$ cat config.mk
export PLATFORM = sky130hd
export DESIGN_NAME = window_feeder
export DESIGN_NICKNAME = d
export VERILOG_FILES = /design/src/rtl/window_pkg.sv /design/src/rtl/window_shift_reg.sv /design/src/rtl/window_feeder.sv
export SDC_FILE = /design/constraint.sdc
export NUM_CORES = 1
export LEC_CHECK = 0
export CORE_MARGIN = 10
export CORE_UTILIZATION = 43
export DETAILED_ROUTE_END_ITERATION = 16
export PLACE_DENSITY = 0.72
export SLEW_MARGIN = 40
export SYNTH_ARGS = -nofsm -noshare
export SYNTH_HDL_FRONTEND = slang
export SYNTH_SLANG_ARGS = --single-unit
$ cat constraint.sdc
create_clock -name clk -period 11 [get_ports clk]
set_input_delay 1.65 -clock clk [delete_from_list [all_inputs] [get_ports clk]]
set_output_delay 1.65 -clock clk [all_outputs]
set_load 0.02 [all_outputs]
$ cat src/rtl/window_pkg.sv
// Shared definitions for the 3x3 window feeder.
//   PIX_W  : width of one signed 4.16 pixel
//   WIN_W  : width of a full 3x3 window (9 pixels)
//   state_t: feeder FSM states
//   slot() : window slot index for row r (0 = y-1) and column c (0 = x-1)
package window_pkg;

    localparam int PIX_W = 20;
    localparam int WIN_W = 180;

    typedef enum logic [2:0] {
        ST_IDLE = 3'd0,
        ST_FILL = 3'd1,
        ST_STEP = 3'd2,
        ST_WAIT = 3'd3,
        ST_EMIT = 3'd4,
        ST_DONE = 3'd5
    } state_t;

    function automatic logic [3:0] slot(input logic [1:0] r, input logic [1:0] c);
        return ({2'b00, r} * 4'd3) + {2'b00, c};
    endfunction

endpackage

$ cat src/rtl/window_shift_reg.sv
// 3x3 pixel window register.
// Ports:
//   clk, reset : clock and asynchronous active-high reset
//   clear      : zero the whole window (row start)
//   shift      : move every column one step left; column c=2 becomes zero
//   load       : write load_data into slot load_k
//   window     : packed window, slot k at bits [k*PIX_W +: PIX_W]
// clear has priority over shift, shift over load; the feeder never
// asserts them together.
module window_shift_reg
    import window_pkg::*;
(
    input  logic             clk,
    input  logic             reset,
    input  logic             clear,
    input  logic             shift,
    input  logic             load,
    input  logic [3:0]       load_k,
    input  logic [PIX_W-1:0] load_data,
    output logic [WIN_W-1:0] window
);

    logic [WIN_W-1:0] win_r;

    // Window storage: clear, column shift, or single-slot load
    always_ff @(posedge clk or posedge reset) begin
        if (reset) begin
            win_r <= '0;
        end else if (clear) begin
            win_r <= '0;
        end else if (shift) begin
            for (int r = 0; r < 3; r++) begin
                win_r[(3*r)*PIX_W +: PIX_W]   <= win_r[(3*r+1)*PIX_W +: PIX_W];
                win_r[(3*r+1)*PIX_W +: PIX_W] <= win_r[(3*r+2)*PIX_W +: PIX_W];
                win_r[(3*r+2)*PIX_W +: PIX_W] <= '0;
            end
        end else if (load) begin
            for (int k = 0; k < 9; k++) begin
                if (load_k == 4'(k)) begin
                    win_r[k*PIX_W +: PIX_W] <= load_data;
                end
            end
        end
    end

    assign window = win_r;

endmodule

$ cat src/rtl/window_feeder.sv
// Streams zero-padded 3x3 windows in raster order from the image memory
// to the convolution kernel stage, reusing columns by shifting.
// Ports:
//   clk, reset        : clock, asynchronous active-high reset
//   i_start           : frame start pulse (ignored while busy)
//   i_sel             : kernel select latched at start (single-kernel build)
//   o_busy, o_done    : frame in progress / end-of-frame pulse
//   o_ird, o_iaddr    : registered memory read strobe and address y*IMG_W+x
//   i_idata           : pixel returned one cycle after o_ird
//   o_valid, o_data   : window pulse and 180-bit window
//   o_sel             : kernel select accompanying o_valid
// Build option: WINDOW_FEEDER_DUAL_KERNEL_EN emits each window twice
// (o_sel 0 then 1) and removes i_sel.
module window_feeder
    import window_pkg::*;
#(
    parameter int IMG_W = 64,
    parameter int IMG_H = 64,
    parameter int AW    = 12
) (
    input  logic             clk,
    input  logic             reset,
    input  logic             i_start,
`ifndef WINDOW_FEEDER_DUAL_KERNEL_EN
    input  logic             i_sel,
`endif
    output logic             o_busy,
    output logic             o_done,
    output logic             o_ird,
    output logic [AW-1:0]    o_iaddr,
    input  logic [PIX_W-1:0] i_idata,
    output logic             o_valid,
    output logic [WIN_W-1:0] o_data,
    output logic             o_sel
);

    localparam logic [AW-1:0] W_AW   = AW'(IMG_W);
    localparam logic [AW-1:0] W_LAST = AW'(IMG_W - 1);
    localparam logic [AW-1:0] H_LAST = AW'(IMG_H - 1);

    typedef struct packed {
        logic          active;   // cycle is a read slot (real or padded)
        logic          rd;       // slot is inside the image
        logic [3:0]    k;        // destination window slot
        logic [AW-1:0] addr;
    } req_t;

    // Read slot decode. FILL slots 0..5 walk columns x, x+1 (window c=1,2)
    // top to bottom; STEP slots 0..2 walk column x+1 into c=2.
    function automatic req_t slot_req(input state_t st, input logic [2:0] s,
                                      input logic [AW-1:0] xx, input logic [AW-1:0] yy);
        req_t          q;
        logic [1:0]    r;
        logic [1:0]    c;
        logic [AW-1:0] col;
        logic [AW-1:0] row;
        logic          pad;
        q   = '0;
        r   = 2'd0;
        c   = 2'd0;
        col = xx;
        case (st)
            ST_FILL: begin
                q.active = 1'b1;
                if (s < 3'd3) begin
                    r   = s[1:0];
                    c   = 2'd1;
                    col = xx;
                end else begin
                    r   = 2'(s - 3'd3);
                    c   = 2'd2;
                    col = xx + AW'(1'b1);
                end
            end
            ST_STEP: begin
                q.active = 1'b1;
                r        = s[1:0];
                c        = 2'd2;
                col      = xx + AW'(1'b1);
            end
            default: q.active = 1'b0;
        endcase
        pad    = ((r == 2'd0) && (yy == '0)) || ((r == 2'd2) && (yy == H_LAST)) || (col == W_AW);
        row    = yy + AW'(r) - AW'(1'b1);
        q.rd   = q.active && !pad;
        q.k    = slot(r, c);
        q.addr = q.rd ? (row * W_AW + col) : '0;
        return q;
    endfunction

    state_t        state_r, state_nxt;
    logic [2:0]    slot_r, slot_nxt;
    logic [AW-1:0] x_r, x_nxt;
    logic [AW-1:0] y_r, y_nxt;
    logic          phase_r, phase_nxt;
    logic          last_emit_s;
    logic          emit_sel_s;
    req_t          req_r, req_nxt_s;
    logic          pend_active_r;
    logic          pend_rd_r;
    logic [3:0]    pend_k_r;
    logic          o_busy_r, o_done_r, o_valid_r, o_sel_r;
    logic [PIX_W-1:0] load_data_s;

`ifdef WINDOW_FEEDER_DUAL_KERNEL_EN
    assign last_emit_s = phase_r;
    assign emit_sel_s  = phase_nxt;
`else
    logic sel_r, sel_nxt;
    assign last_emit_s = 1'b1;
    assign emit_sel_s  = sel_nxt;

    // Kernel select held for the whole frame
    always_ff @(posedge clk or posedge reset) begin
        if (reset) begin
            sel_r <= 1'b0;
        end else begin
            sel_r <= sel_nxt;
        end
    end
`endif

    // Next-state, slot counter and raster position
    always_comb begin
        state_nxt = state_r;
        slot_nxt  = slot_r;
        x_nxt     = x_r;
        y_nxt     = y_r;
        phase_nxt = phase_r;
`ifndef WINDOW_FEEDER_DUAL_KERNEL_EN
        sel_nxt   = sel_r;
`endif
        case (state_r)
            ST_IDLE: begin
                if (i_start) begin
                    state_nxt = ST_FILL;
                    slot_nxt  = 3'd0;
                    x_nxt     = '0;
                    y_nxt     = '0;
`ifndef WINDOW_FEEDER_DUAL_KERNEL_EN
                    sel_nxt   = i_sel;
`endif
                end else begin
                    state_nxt = ST_IDLE;
                end
            end
            ST_FILL: begin
                if (slot_r == 3'd5) begin
                    state_nxt = ST_WAIT;
                    slot_nxt  = 3'd0;
                end else begin
                    slot_nxt  = slot_r + 3'd1;
                end
            end
            ST_STEP: begin
                if (slot_r == 3'd2) begin
                    state_nxt = ST_WAIT;
                    slot_nxt  = 3'd0;
                end else begin
                    slot_nxt  = slot_r + 3'd1;
                end
            end
            ST_WAIT: begin
                state_nxt = ST_EMIT;
                phase_nxt = 1'b0;
            end
            ST_EMIT: begin
                if (!last_emit_s) begin
                    phase_nxt = 1'b1;
                end else if (x_r < W_LAST) begin
                    x_nxt     = x_r + AW'(1'b1);
                    slot_nxt  = 3'd0;
                    state_nxt = ST_STEP;
                end else if (y_r < H_LAST) begin
                    x_nxt     = '0;
                    y_nxt     = y_r + AW'(1'b1);
                    slot_nxt  = 3'd0;
                    state_nxt = ST_FILL;
                end else begin
                    state_nxt = ST_DONE;
                end
            end
            ST_DONE: state_nxt = ST_IDLE;
            default: state_nxt = ST_IDLE;
        endcase
    end

    // Read request for the coming cycle, so o_ird/o_iaddr can be registered
    always_comb begin
        req_nxt_s = slot_req(state_nxt, slot_nxt, x_nxt, y_nxt);
    end

    // FSM state, counters and read pipeline
    always_ff @(posedge clk or posedge reset) begin
        if (reset) begin
            state_r       <= ST_IDLE;
            slot_r        <= 3'd0;
            x_r           <= '0;
            y_r           <= '0;
            phase_r       <= 1'b0;
            req_r         <= '0;
            pend_active_r <= 1'b0;
            pend_rd_r     <= 1'b0;
            pend_k_r      <= 4'd0;
        end else begin
            state_r       <= state_nxt;
            slot_r        <= slot_nxt;
            x_r           <= x_nxt;
            y_r           <= y_nxt;
            phase_r       <= phase_nxt;
            req_r         <= req_nxt_s;
            pend_active_r <= req_r.active;
            pend_rd_r     <= req_r.rd;
            pend_k_r      <= req_r.k;
        end
    end

    // Status and window handshake outputs
    always_ff @(posedge clk or posedge reset) begin
        if (reset) begin
            o_busy_r  <= 1'b0;
            o_done_r  <= 1'b0;
            o_valid_r <= 1'b0;
            o_sel_r   <= 1'b0;
        end else begin
            o_busy_r  <= (state_nxt != ST_IDLE);
            o_done_r  <= (state_nxt == ST_DONE);
            o_valid_r <= (state_nxt == ST_EMIT);
            o_sel_r   <= (state_nxt == ST_EMIT) ? emit_sel_s : 1'b0;
        end
    end

    // Padded slots load zero regardless of what the memory bus carries
    assign load_data_s = pend_rd_r ? i_idata : '0;

    window_shift_reg u_win (
        .clk       (clk),
        .reset     (reset),
        .clear     ((state_r == ST_FILL) && (slot_r == 3'd0)),
        .shift     ((state_r == ST_STEP) && (slot_r == 3'd0)),
        .load      (pend_active_r),
        .load_k    (pend_k_r),
        .load_data (load_data_s),
        .window    (o_data)
    );

    assign o_busy  = o_busy_r;
    assign o_done  = o_done_r;
    assign o_valid = o_valid_r;
    assign o_sel   = o_sel_r;
    assign o_ird   = req_r.rd;
    assign o_iaddr = req_r.addr;

endmodule

# Word level (Yosys, flattened, before mapping)
# Cells that the tools add are included.
[op_classes]
mul = 1
n_mux = 44
order_cmp = 3
add_sub_neg = 9
n_eq_ne = 21
reduce_logical = 34
[ops]
columns = ["operator", "count"]
rows = [
  ["180-bit two-way mux", 3],
  ["20-bit two-way mux", 10],
  ["12-bit two-way mux", 8],
  ["12-bit case mux with 2 select lines", 3],
  ["12-bit by 1-bit adder with 12-bit output, second input constant", 3],
  ["3-bit nonzero test", 11],
  ["3-bit two-way mux", 9],
  ["12-bit by 6-bit < comparator with 1-bit output, second input constant", 2],
  ["2-bit AND reduction", 9],
  ["4-bit by 3-bit == test with 1-bit output, second input constant", 4],
  ["3-bit case mux with 5 select lines", 1],
  ["12-bit adder", 1],
  ["12-bit by 6-bit == test with 1-bit output, second input constant", 1],
  ["12-bit by 7-bit == test with 1-bit output, second input constant", 1],
  ["3-bit by 2-bit == test with 1-bit output, second input constant", 4],
  ["3-bit == test, second input constant", 4],
  ["12-bit logical NOT", 1],
  ["3-bit case mux with 4 select lines", 1],
  ["4-bit by 2-bit == test with 1-bit output, second input constant", 2],
  ["2-bit case mux with 2 select lines", 2],
  ["6-bit by 2-bit adder with 6-bit output", 1],
  ["3-bit by 1-bit == test with 1-bit output, second input constant", 2],
  ["3-bit logical NOT", 2],
  ["6-bit by 1-bit subtractor with 6-bit output, second input constant", 1],
  ["16 further kinds", 26],
]
[totals]
out_inout_bits = 197
word_cells = 137
ff_bits = 239
inputBits = 24

# Logic depth before layout (Yosys ltp)
[logic_depth]
word_depth = 14
mapped_depth = 25

# By module
# From an unflattened synthesis, not the netlist that was laid out.
[hier_totals]
hier_cells = 1438
area_unflattened_um2 = 13172.6
[modules_own_cells]
columns = ["mod", "area_each_um2", "cells_per_inst", "instances"]
rows = [
  ["window_shift_reg", 9308.9, 1020, 1],
  ["window_feeder", 3863.7, 418, 1],
]

# Least setup slack after synthesis
# OpenSTA, ideal clock, no wires.
[synth_timing]
path_kind = "in2reg"
start = "input port i_start"
end = "register req_r, in the netlist o_iaddr[11]"
path_buffers = 0
cell_stages = 17
slack_ns = 5.892
t_arrival_ns = 5.022
t_required_ns = 10.913
cell_sequence = "nor4_1 or3_1 o21ai_0 o21ai_0 mux2_2 o32a_1 ha_1 inv_1 ha_1 fa_1 ha_1 a21oi_1 o21bai_1 a21oi_1 xnor2_1 xnor2_1 a211oi_2"
[synth_rtl]
columns = ["element", "line_no", "text"]
rows = [
  ["start: declaration", "window_feeder.sv:23", "input logic i_start,"],
  ["end signal: assignment", "window_feeder.sv:211", "req_r <= req_nxt_s;"],
  ["end: declaration", "window_feeder.sv:98", "req_t req_r, req_nxt_s;"],
]

==> out/results.ini <==
[status]
status = completed

[clock_network]
cts_buffers = 26
cts_hold_buffers = 0
htreeDepth = 1
clk-insertion-delay-late_ns = 0.52
clock-sinks = 239
cts-root-buf = clkbuf_16
cts_tree = done
cts_resized = 0
post_cts_buffers = 0
cts_max_path_buffers = 3
clkTransAtPathRegs_ns = 0.06

[timing]
final_hold_viol_count = 0
fin_crit_sh_pct = 49.7
maxSlewViolCount = 0
final-setup-viol-count = 0
rsz0062_at_grt = no
slew_headroom_pct = 45.5
finClkSkew_ns = 0.0163
tightest_slew_ns = 0.814
period_needed_ns = 5.46
final.setup.tns_ns = 0
max_freq_ghz = 0.183

[global_routing]
grt_pass1_wl_um = 52900
grt_max_degree = 96
antenna_found_initial = 3
grt_pass1_vias = 9015
overflow = 0
grt_usage_pct = 19.6

[min_path]
hold_class = reg -> reg

[setup_path]
slowest_stage = clkdlybuf4s50_1
setup.worst_path.class = in -> reg
cpMostUsedCell = ha_1
critPathMaxFanout = 6
end_kind = register
path_cells = clkdlybuf4s50_1, nor4_1, or3_1, o21ai_0, o21ai_0, mux2_2, o32a_1, ha_1, inv_1, ha_1, fa_1, ha_1, a21oi_1, o21bai_1, a21oi_1, xnor2_1, xnor2_1, a211oi_2
cp_slowest_stage_delay_ns = 0.50
cp.required_ns = 11.44
cp_num_buf_inv = 2
path_delay_family = adder cells
cp_data_arrival_time_ns = 5.90
crit_path_start_kind = input port

[routing]
ant_nets = 0
wire_per_inst_um = 19.8
routed_wirelength_um = 33800
drt_iter0_markers = 998
vias = 9576
viasPerCell = 5.61
post-route-drc-count = 0
dr.pass1.iters = 5

[synth]
synth_area_per_cell_um2 = 9.29
synth_top_area_share_pct = 53.7
ys_seq_area_share_pct = 53.7
syn_nets = 1248
synthDistinctLibCells = 79
yosys-top-cells-area = dfrtp_1, a21oi_1, nor2_1, nand2_1, o21ai_0
synth_area_um2 = 11100
syn_inst = 1198
synth_top_cell_by_area = dfrtp_1
synth_enable_flop_cells = 0
ys_seq_elements = 239
async_flop_share_pct = 100
synth_ff_type = dfrtp_1
ys_warn_count = 0

[layout]
fin_cells = 1708
final_cell_mix = a21oi_1, dfrtp_1, clkdlybuf4s50_1
nets = 1408
final_common_cell = a21oi_1
final_layout_size_suffix_gt1_share_pct = 7.19
syn_to_final_growth_pct = 29.7

[placement]
gp_congestion = 0.881
placedCellCount = 1660
place_hpwl_um = 24800
portBuffers = 220

[floorplan]
chipWidth_um = 181
start_util_pct = 44.0
placementRows = 58
num_io_pins = 221
die_area_um2 = 32700
die_height_um = 181
core_um2 = 25300

[power_and_ir_drop]
cellPowerDensity_nw_per_um2 = 145
leakagePower_uw = 0.00622
ir_drop_uv = 101

[job]
drv_cap = 0

## state kept, by name (all words and copies together), names as in the netlist
| register | flops |
|---|---|
| o_busy | 1 |
| o_done | 1 |
| o_iaddr | 12 |
| o_ird | 1 |
| o_sel | 1 |
| o_valid | 1 |
| pend_active_r | 1 |
| pend_k_r | 4 |
| pend_rd_r | 1 |
| req_r | 5 |
| sel_r | 1 |
| slot_r | 3 |
| state_r | 3 |
| u_win.window | 180 |
| x_r | 12 |
| y_r | 12 |
## cell type report
cell class / instances / area, µm²
repair buffers: 234 / 2330
clock inverters: 12 / 193
multi-input cells: 827 / 4660
inverters: 30 / 123
fillers: 2211 / 10900
clock buffers: 35 / 736
well taps: 330 / 413
flip-flops and latches: 239 / 5980
diodes: 1 / 2.50
## power breakdown
group	switching (µW)	leakage [µW]	internal (µW)
clock	351	0.000459	586
combinational	115	0.00287	92.8
sequential	33.8	0.00289	918
total	499	0.00622	1600
## path summary, 6_finish.rpt
kind                                     start                           end  slack [ns]  cells after the start
setup / recovery                       i_start         o_iaddr[11]$_DFF_PP0_        5.54                     18
hold / removal             req_r[13]$_DFF_PP0_         pend_k_r[1]$_DFF_PP0_        0.35                      0
setup reg to reg              x_r[0]$_DFF_PP0_         o_iaddr[11]$_DFF_PP0_        5.66                     21
hold reg to reg            req_r[13]$_DFF_PP0_         pend_k_r[1]$_DFF_PP0_        0.35                      0
max in group asynchronous                reset  u_win.window[60]$_DFFE_PP0P_        7.59                      4
min in group asynchronous                reset  u_win.window[13]$_DFFE_PP0P_        1.66                      2
## cells in the mapped netlist, types with 9 or more instances
library cell and count:
a21oi_1 244, xnor2_1 11, nor3_1 9, inv_1 27
nand2_1 132, buf_4 13, o21ai_0 91, nor2_1 138
nand3_1 17, and3_1 27, clkbuf_1 76, and2_1 11
ha_1 22, dfrtp_1 239
## cell families after synthesis
family,after synthesis,synth area share (%)
simple gates,386,16.5
compound gates,393,19.7
mux,3,0.281
buf+inv,132,5.06
fa+ha+maj,27,3.28
flops,239,53.7
xor+xnor,18,1.42
## through the flow
stage / setup slack (ns) / utilization, % / hold slack [ns] / cell area, µm² / total power, µW
finish: 5.54 / 57.0 / 0.348 / 14400 / 2100
global route: 5.29 / 57.0 / 0.354 / 14400 / 2170
CTS: 5.55 / 57.0 / 0.350 / 14400 / 2110
detailed placement: 4.99 / 53.3 / 0.337 / 13500 / 1180
global placement: 5.12 / 53.1 / 0.333 / 13500 / 1170
floorplan: 2.79 / - / 0.331 / 11100 / 1060
## metal layers
metal | part of all wire, % | global-route usage (%)
met2 | 48 | 31.7
met3 | 8.0 | 4.20
met4 | 1.8 | 4.46
met1 | 42 | 26.5
met5 | 0.077 | 0
No activity file was read; power rests on OpenSTA's default activity.
